**config.mk**
```make
export PLATFORM = sky130hd
export DESIGN_NAME = fft_mem_ctl
export DESIGN_NICKNAME = d
export VERILOG_FILES = /design/src/rtl/fft_mem_ctl.sv
export SDC_FILE = /design/constraint.sdc
export NUM_CORES = 1
export LEC_CHECK = 0
export CAP_MARGIN = 20
export CORE_AREA = 2 2 151 153
export CTS_BUF_LIST = sky130_fd_sc_hd__clkbuf_8
export DETAILED_ROUTE_END_ITERATION = 16
export DIE_AREA = 0 0 153 155
export GPL_TIMING_DRIVEN = 0
export PLACE_DENSITY = 0.71
export SLEW_MARGIN = 30
export SYNTH_ARGS = -nofsm -noshare
export SYNTH_HDL_FRONTEND = slang
export SYNTH_SLANG_ARGS = --single-unit
```
**constraint.sdc**
```tcl
create_clock -name clk -period 1.9 [get_ports clk]
set_input_delay 0.38 -clock clk [delete_from_list [all_inputs] [get_ports clk]]
set_output_delay 0.38 -clock clk [all_outputs]
set_load 0.03 [all_outputs]
```
**src/rtl/fft_mem_ctl.sv**
```systemverilog
// 64-point FFT frame sequencer: loads 64 samples, runs 8 row + 8 column passes through an
// 8-point engine via a 1x8 memory port, then unloads digit-reversed; out stream has no backpressure.
module fft_mem_ctl #(
  parameter int DATA_WD = 10
) (
  input  logic                 clk,
  input  logic                 rst_n,
  input  logic                 start_i,
  output logic                 busy_o,
  output logic                 done_o,
  input  logic                 dat_vld_i,
  input  logic [DATA_WD-1:0]   dat_dat_i,
  output logic                 dat_rdy_o,
  output logic                 out_vld_o,
  output logic [DATA_WD-1:0]   out_dat_o,
  output logic                 out_last_o,
  output logic                 eng_vld_o,
  output logic [8*DATA_WD-1:0] eng_dat_o,
  output logic                 eng_pass_o,
  output logic [2:0]           eng_idx_o,
  input  logic                 eng_vld_i,
  input  logic [8*DATA_WD-1:0] eng_dat_i,
  output logic                 mem_dim_sel_o,
  output logic [2:0]           mem_adr_1x8_o,
  output logic                 mem_rd_vld_1x8_o,
  input  logic                 mem_rd_vld_1x8_i,
  input  logic [8*DATA_WD-1:0] mem_rd_dat_1x8_i,
  output logic                 mem_wr_vld_1x8_o,
  output logic [8*DATA_WD-1:0] mem_wr_dat_1x8_o,
  output logic [5:0]           mem_adr_1x1_o,
  output logic                 mem_rd_vld_1x1_o,
  input  logic                 mem_rd_vld_1x1_i,
  input  logic [DATA_WD-1:0]   mem_rd_dat_1x1_i,
  output logic                 mem_wr_vld_1x1_o,
  output logic [DATA_WD-1:0]   mem_wr_dat_1x1_o
);

  typedef enum logic [2:0] {IDLE, LOAD, RD, EXE, WR, UNLOAD, DONE} state_t;

  state_t                 state_q, state_d;
  logic                   pass_q, pass_d;
  logic [2:0]             idx_q, idx_d;
  logic [5:0]             cnt_q, cnt_d;
  logic                   drain_q, drain_d;
  logic                   issued_q, issued_d;
  logic                   eng_vld_q, eng_vld_d;
  logic [8*DATA_WD-1:0]   line_q, line_d;

  always_comb begin
    state_d   = state_q;
    pass_d    = pass_q;
    idx_d     = idx_q;
    cnt_d     = cnt_q;
    drain_d   = drain_q;
    issued_d  = issued_q;
    eng_vld_d = 1'b0;
    line_d    = line_q;
    case (state_q)
      IDLE: begin
        if (start_i) begin
          state_d  = LOAD;
          pass_d   = 1'b0;
          idx_d    = 3'd0;
          cnt_d    = 6'd0;
          drain_d  = 1'b0;
          issued_d = 1'b0;
        end
      end
      LOAD: begin
        if (dat_vld_i) begin
          cnt_d = cnt_q + 6'd1;
          if (cnt_q == 6'd63) begin
            state_d = RD;
            pass_d  = 1'b0;
            idx_d   = 3'd0;
          end
        end
      end
      RD: begin
        state_d  = EXE;
        issued_d = 1'b0;
      end
      EXE: begin
        // A result is only accepted strictly after the request cycle.
        if (!issued_q && mem_rd_vld_1x8_i) begin
          line_d    = mem_rd_dat_1x8_i;
          eng_vld_d = 1'b1;
          issued_d  = 1'b1;
        end else if (issued_q && !eng_vld_q && eng_vld_i) begin
          line_d   = eng_dat_i;
          issued_d = 1'b0;
          state_d  = WR;
        end
      end
      WR: begin
        if (idx_q == 3'd7) begin
          idx_d = 3'd0;
          if (pass_q) begin
            state_d = UNLOAD;
            cnt_d   = 6'd0;
            drain_d = 1'b0;
          end else begin
            pass_d  = 1'b1;
            state_d = RD;
          end
        end else begin
          idx_d   = idx_q + 3'd1;
          state_d = RD;
        end
      end
      UNLOAD: begin
        // After 64 reads, hold one more cycle for the last read data to return.
        if (!drain_q) begin
          cnt_d = cnt_q + 6'd1;
          if (cnt_q == 6'd63) drain_d = 1'b1;
        end else if (mem_rd_vld_1x1_i) begin
          drain_d = 1'b0;
          state_d = DONE;
        end
      end
      DONE:    state_d = IDLE;
      default: state_d = IDLE;
    endcase
  end

  always_ff @(posedge clk or negedge rst_n) begin
    if (!rst_n) begin
      state_q   <= IDLE;
      pass_q    <= 1'b0;
      idx_q     <= 3'd0;
      cnt_q     <= 6'd0;
      drain_q   <= 1'b0;
      issued_q  <= 1'b0;
      eng_vld_q <= 1'b0;
      line_q    <= '0;
    end else begin
      state_q   <= state_d;
      pass_q    <= pass_d;
      idx_q     <= idx_d;
      cnt_q     <= cnt_d;
      drain_q   <= drain_d;
      issued_q  <= issued_d;
      eng_vld_q <= eng_vld_d;
      line_q    <= line_d;
    end
  end

  logic load_wr;
  logic unload_rd;

  assign load_wr   = (state_q == LOAD) && dat_vld_i;
  assign unload_rd = (state_q == UNLOAD) && !drain_q;

  assign busy_o    = (state_q != IDLE);
  assign done_o    = (state_q == DONE);
  assign dat_rdy_o = (state_q == LOAD);

  assign mem_wr_vld_1x1_o = load_wr;
  assign mem_wr_dat_1x1_o = load_wr ? dat_dat_i : '0;
  assign mem_rd_vld_1x1_o = unload_rd;
  assign mem_adr_1x1_o    = load_wr   ? cnt_q :
                            unload_rd ? {cnt_q[2:0], cnt_q[5:3]} : 6'd0;

  assign mem_rd_vld_1x8_o = (state_q == RD);
  assign mem_wr_vld_1x8_o = (state_q == WR);
  assign mem_adr_1x8_o    = idx_q;
  assign mem_dim_sel_o    = pass_q;
  assign mem_wr_dat_1x8_o = line_q;

  assign eng_vld_o  = eng_vld_q;
  assign eng_dat_o  = line_q;
  assign eng_pass_o = pass_q;
  assign eng_idx_o  = idx_q;

  assign out_vld_o  = busy_o && mem_rd_vld_1x1_i;
  assign out_dat_o  = busy_o ? mem_rd_dat_1x1_i : '0;
  assign out_last_o = out_vld_o && (state_q == UNLOAD) && drain_q;

endmodule

```
==> flow_metrics.py <==
metrics = {
    "worst_setup_path": {
        "cp_max_fo": 6,
        "reg2reg_from": "eng_idx_o[0]",
        "cp_num_buf_inv": 3,
        "ff2ff_path_depth": 7,
        "path_cells": "buf_6 > or3_4 > clkbuf_16 > and2_4 > buf_6",
        "crit_type": "register to output pin",
        "slowest_stage": "dfrtp_1",
        "cp_top_family": "simple AND/OR/NAND/NOR gates",
        "reg2reg_slack_ns": 0.10,
        "r2r-end": "cnt_q[1]",
        "required_ns": 1.52,
        "worst_setup_path_start_kind": "register",
        "end_kind": "output pin",
        "arrival_ns": 1.74,
        "max_stage_delay_ns": 0.41,
        "crit_top_cell": "buf_6",
    },
    "placement": {
        "port_buffers": 390,
        "gp_congestion": 0.807,
        "placed_area_sq_mm": 0.00979,
        "hpwl_um": 17600,
    },
    "floorplan": {
        "rows": 55,
        "fp.dieW_um": 153,
        "start_util_pct": 24.7,
        "core_sq_mm": 0.0222,
        "io_pins": 391,
        "dieArea_sq_mm": 0.0237,
        "die_h_um": 155,
    },
    "worst_hold_path": {
        "hold_class": "input pin to asynchronous set/reset pin",
    },
    "timing": {
        "final-max-slew-violation-count": 0,
        "slew_headroom_pct": 67.4,
        "max_freq_mhz": 471,
        "hold_violations": 0,
        "period_minus_slack_ns": 2.12,
        "grt_setup_unrepaired": "yes",
        "fin_crit_sh_pct": 112,
        "setup_viol": 32,
        "worst_slack_ns": -0.221,
        "tightest_slew_ns": 0.488,
        "finalClockSkew_ns": 0.0126,
    },
    "yosys": {
        "synth-seq-cells": 96,
        "synth_top_area_share_pct": 43.8,
        "yosys.area.top_type": "dfrtp_1",
        "synth_area_leaders": "dfrtp_1, mux2i_1, buf_4",
        "syn_area_sq_mm": 0.00549,
        "yosysWarnings": 0,
        "yosysSeqAreaShare_pct": 43.8,
        "syn_nets": 769,
        "ys_types": 40,
        "netlist_instances": 579,
        "async_flop_share_pct": 100,
        "synth_edf_count": 0,
        "ys.flop_type": "dfrtp_1",
        "avgSynthCellArea_sq_um": 9.48,
    },
    "routing": {
        "wl_per_cell_um": 17.5,
        "vias": 5767,
        "drt_wl_total_um": 22600,
        "route.detailed.drc": 0,
        "drtIter0Drc": 177,
        "dr.pass1.iters": 7,
        "ant_nets": 0,
        "via_per_inst": 4.48,
    },
    "grt": {
        "grt.total_usage_pct": 18.3,
        "grt_pass1_wl_um": 33800,
        "grt_max_degree": 50,
        "grt_pass1_vias": 5946,
        "grt_overflow": 0,
        "antenna_found_initial": 0,
    },
    "outcome": {
        "status": "complete, but fails checks",
        "failed_checks": "negative setup slack",
    },
    "layout": {
        "n_antenna_cell": 0,
        "final_util_pct": 46.2,
        "fin_area_sq_mm": 0.0103,
        "areaGrowthSynthToFinish_pct": 87.1,
        "finalNetCount": 1188,
        "num-fill-cells": 2185,
        "drive_gt1_share_pct": 22.3,
    },
    "flow_run": {
        "max_cap_violations": 0,
    },
    "power": {
        "seq_power_share_pct": 22.7,
        "power_leakage_nw": 4.95,
        "combPwrFrac_pct": 69.8,
        "powerDensity_mw_per_mm2": 1650,
        "power_frac_clock_pct": 7.4,
        "netSwitchingFraction_pct": 49.8,
        "p_sw_w": 0.00844,
        "internal_power_w": 0.00851,
        "vdd.ir_drop.worst_mv": 0.687,
    },
    "cts": {
        "htree_levels": 3,
        "clk_latency_ns": 0.37,
        "cts-buffers-inserted": 9,
        "clock-sinks": 96,
        "cts.clk_slew.worst_paths_ns": 0.10,
        "cts_tree": "built",
        "clockBufferDepth": 2,
        "root_buffer": "clkbuf_8",
    },
}
==> layer usage <==
metal	routed length, um	share of wire [%]	track usage [%]	vias to the layer above
met1	8880	39	21.4	2765
met4	330	1.5	4.81	0
met2	11900	53	33.8	250
met3	1480	6.5	4.23	20
li1	-	-	-	2732
met5	0	0	0	-
==> Yosys cell counts (all sizes together) (2+ instances only) <==
library cell	count
and3	11
nand2b	2
a21oi	86
nor2	94
mux2i	80
dfrtp	96
nor2b	2
a21o	2
nand3	8
nor3	3
ha	3
clkbuf	3
buf	117
o211ai	2
o22a	4
o21ai	9
a22o	8
nand3b	3
nand2	16
and3b	2
inv	4
and2	13
==> cell type report <==
class                      count  area [sq um]  share of cell area, %
buffer                       119           897                   8.74
clock buffer                   9           124                   1.21
clock inverter                 7          47.5                  0.463
inverter                       4          15.0                  0.146
multi-input combinational    359          2360                   23.0
sequential                    96          2410                   23.4
tap                          285           357                   3.47
timing repair buffer         409          4060                   39.5
==> repair_timing <==
item	CTS	global route
resized for setup	376	61
hold endpoints to repair	47	0
setup buffers	10	6
pin swaps	20	9
gates cloned	1	0
hold buffers	1	0
endpoints found under the setup margin	223	101
==> registers in the layout, summed over array words and instances, names as in the netlist <==
name / cells
eng_vld_o: 1
drain_q: 1
issued_q: 1
eng_pass_o: 1
state_q: 3
eng_idx_o: 3
eng_dat_o: 80
cnt_q: 6
==> cells by family after synthesis <==
family,count (synthesis),share of synthesized area (%)
adder cells (fa/ha/maj),3,0.684
flip-flops,96,43.8
buffers and inverters,124,15.1
AND/OR/NAND/NOR,160,13.5
multiplexers,80,14.6
AO/OA/AOI/OAI,116,12.3
==> power groups by stage <==
stage / Clock (W) / Sequential (W) / Combinational, W
global placement: 0 / 0.00388 / 0.0120
global route: 0.00139 / 0.00399 / 0.0125
floorplan: 0 / 0.00535 / 0.00553
finish: 0.00126 / 0.00385 / 0.0118
CTS: 0.00133 / 0.00388 / 0.0118
detailed placement: 0 / 0.00391 / 0.0122
==> per-stage QoR <==
stage / cells / hold WS (ns) / total power, W / setup slack, ns / setup TNS (ns)
after CTS: 1282 / 0.490 / 0.0170 / -0.288 / -6.91
after global routing: 1288 / 0.500 / 0.0179 / -0.307 / -8.11
after global placement: 1254 / 0.535 / 0.0159 / -3.37 / -387.65
after floorplan: 579 / 0.0844 / 0.0109 / 0.00846 / 0
after detailed placement: 1255 / 0.359 / 0.0161 / -0.758 / -66.88
final: 1288 / 0.499 / 0.0169 / -0.221 / -5.42
==> layout by cell type (no fill, tap or decap), types with 4 or more instances in the layout <==
| cell type | instances |
|---|---|
| clkdlybuf4s50_1 | 221 |
| buf_4 | 108 |
| dlygate4sd2_1 | 102 |
| dfrtp_1 | 93 |
| nor2_1 | 91 |
| a21oi_1 | 85 |
| mux2i_1 | 80 |
| buf_6 | 37 |
| dlymetal6s2s_1 | 31 |
| buf_2 | 16 |
| nand2_1 | 16 |
| and2_4 | 11 |
| clkbuf_8 | 10 |
| and3_1 | 8 |
| nand3_1 | 8 |
| o21ai_0 | 7 |
| clkbuf_4 | 6 |
| a22o_2 | 5 |
| inv_1 | 4 |
| o22a_1 | 4 |
==> worst max path at each step <==
| stage | startpoint | endpoint | cells past startpoint |
|---|---|---|---|
| 2_1_floorplan | state_q[0] | out_dat_o[0] | 4 |
| 3_3_place_gp | rst_n | eng_dat_o[28] | 1 |
| 3_5_place_dp | mem_rd_vld_1x8_i | eng_dat_o[67] | 7 |
| 4_1_cts | state_q[2] | out_dat_o[1] | 5 |
| 5_1_grt | state_q[2] | mem_adr_1x1_o[4] | 6 |
| 6_report | state_q[2] | out_dat_o[2] | 5 |
(Power assumes the default switching activity.)
==> patch, RTL diff (config.mk and constraints unchanged) <==
`DATA_WD`: 10 -> 11.
--- a/src/rtl/fft_mem_ctl.sv
+++ b/src/rtl/fft_mem_ctl.sv
@@ -3,3 +3,3 @@
 module fft_mem_ctl #(
-  parameter int DATA_WD = 10
+  parameter int DATA_WD = 11
 ) (
Ports: changed (8 resized); port bits go from 391 to 427. The function was not compared with the original's and may differ.
==> patch against the unedited design <==
- the run still ends with negative setup slack left
- worst setup slack improved by 0.0070 ns
- sequential cell count rose by 8
- first-iteration DRC count grew 61%
- total power is 13% higher
- cell area rose by 9.5%
- area after synthesis grew 7.8%
- routed wire length is 4.8% higher
==> patch: results <==
{
  "hold_path.class": "input port to asynchronous set/reset pin",
  "firstDrtPassIters": 4,
  "setup_viol": 30,
  "failed_checks": "negative setup slack",
  "viasPerCell": 4.49,
  "reg2reg_depth": 7,
  "skew_ns": 0.0109,
  "worstPathArrival_ns": 1.73,
  "path_max_fanout": 7,
  "p_leak_nw": 5.47,
  "vdd_drop_max_mv": 1.06,
  "ys_types": 40,
  "dp_hpwl_microns": 18300,
  "r2r_slack_ns": 0,
  "synthTopCellsByArea": "dfrtp_1, mux2i_1, buf_4",
  "diodes": 0,
  "layout-drive-gt1-share_pct": 22.5,
  "timing.rr.end": "state_q[0]",
  "dpl_worst_slack_ns": -0.804,
  "antenna_found_initial": 0,
  "async_flop_share_pct": 100,
  "synth_fp_nets": 824,
  "gp_congestion": 0.821,
  "h-tree-depth": 3,
  "fillers": 2104,
  "seq_area_frac_synth_pct": 44.0,
  "setup_slack_ns": -0.214,
  "synth_common_cells": "dfrtp_1, nor2_1, a21oi_1, buf_4, mux2i_1",
  "cts-buffers-inserted": 9,
  "cts_root_buf": "clkbuf_8",
  "first_iter_violations": 285,
  "clk_path_buf_depth": 2,
  "finalNetCount": 1283,
  "worst_pin_slew_ns": 0.415,
  "grt_pass1_wl_microns": 35000,
  "grt_usage_pct": 18.9,
  "slowest_stage": "dfrtp_1",
  "wl_per_cell_microns": 17.3,
  "clock_latency_ns": 0.37,
  "grt_max_degree": 62,
  "largest_register_ff_count": 88,
  "first_global_vias": 5973,
  "crit_family": "simple AND/OR/NAND/NOR gates",
  "clk_pin_slew_ns": 0.10,
  "portBuffers": 426,
  "status": "finished, violations left",
  "max_stage_delay_ns": 0.40,
  "reg2reg_from": "state_q[0]",
  "ys_warn_count": 0
}
-- patch: per-layer routing --
metal	vias up	global-route usage [%]	wire length [microns]	part of all wire, %
met1	2901	21.9	9070	38
li1	2928	-	-	-
met5	-	0	0	0
met2	275	34.8	12500	53
met3	14	4.71	1790	7.6
met4	0	4.85	290	1.2
-- patch: cells by family (layout without fill, tap and decap cells) --
| family | Yosys count | after routing | share of synthesized area [%] |
|---|---|---|---|
| buffers and inverters | 137 | 599 | 15.4 |
| flip-flops | 104 | 104 | 44.0 |
| AO/OA/AOI/OAI | 126 | 126 | 12.4 |
| adder cells (fa/ha/maj) | 3 | 3 | 0.635 |
| AND/OR/NAND/NOR | 155 | 156 | 12.2 |
| multiplexers | 91 | 91 | 15.4 |
-- patch: per-stage QoR --
stage	hold slack (ns)	std cells	util, %	TNS, ns	cell area [sq um]
2_1_floorplan	0.0844	616	-	0	5940
3_3_place_gp	0.532	1327	47.5	-474.80	10600
3_5_place_dp	0.301	1328	47.7	-68.59	10600
4_1_cts	0.474	1356	48.9	-6.42	10900
5_1_grt	0.490	1364	50.6	-6.71	11200
6_report	0.477	1364	50.6	-4.04	11200
-- patch: repair_timing --
item,CTS,global route
resized for setup,400,107
endpoints found under the setup margin,241,154
endpoints found under the hold margin,43,0
pin swaps,12,12
setup buffers,10,13
hold buffers,1,0
cloned,3,1
-- patch: cell type report --
cell class              instances  area [sq um]  share of cell area [%]
repair buffers                451          4520                    40.2
clock inverters                 4          77.6                   0.690
flip-flops and latches        104          2600                    23.2
inverters                       7          28.8                   0.256
well taps                     285           357                    3.17
plain buffers                 126           938                    8.35
clock buffers                  11           151                    1.35
multi-input cells             376          2570                    22.8
-- patch: worst register-to-register path: cells and delay by family (launching register included) --
| kind | cells | cell delay (ns) |
|---|---|---|
| AOI/OAI and AO/OA | 1 | 0.42 |
| and+or+nand+nor | 2 | 0.28 |
| DFF | 1 | 0.42 |
| muxes | 1 | 0.33 |
| buffers and inverters | 3 | 0.34 |
-- patch: worst max-delay path by stage --
stage               slack (ns)                  end        from
detailed placement       -0.80  mem_wr_dat_1x1_o[3]   dat_vld_i
CTS                      -0.28  mem_wr_dat_1x1_o[3]  state_q[1]
finish                   -0.21  mem_wr_dat_1x1_o[8]  state_q[1]
global route             -0.28  mem_wr_dat_1x1_o[3]  state_q[1]
global placement         -3.92         eng_dat_o[4]       rst_n
floorplan                0.009  mem_wr_dat_1x1_o[1]  state_q[0]
-- patch: where the power goes --
| group | leakage (nW) | internal [mW] | total [mW] | switching (mW) |
|---|---|---|---|---|
| clock network | 0.116 | 0.813 | 1.62 | 0.806 |
| registers | 1.19 | 3.24 | 4.23 | 0.993 |
| logic | 4.16 | 5.70 | 13.2 | 7.52 |
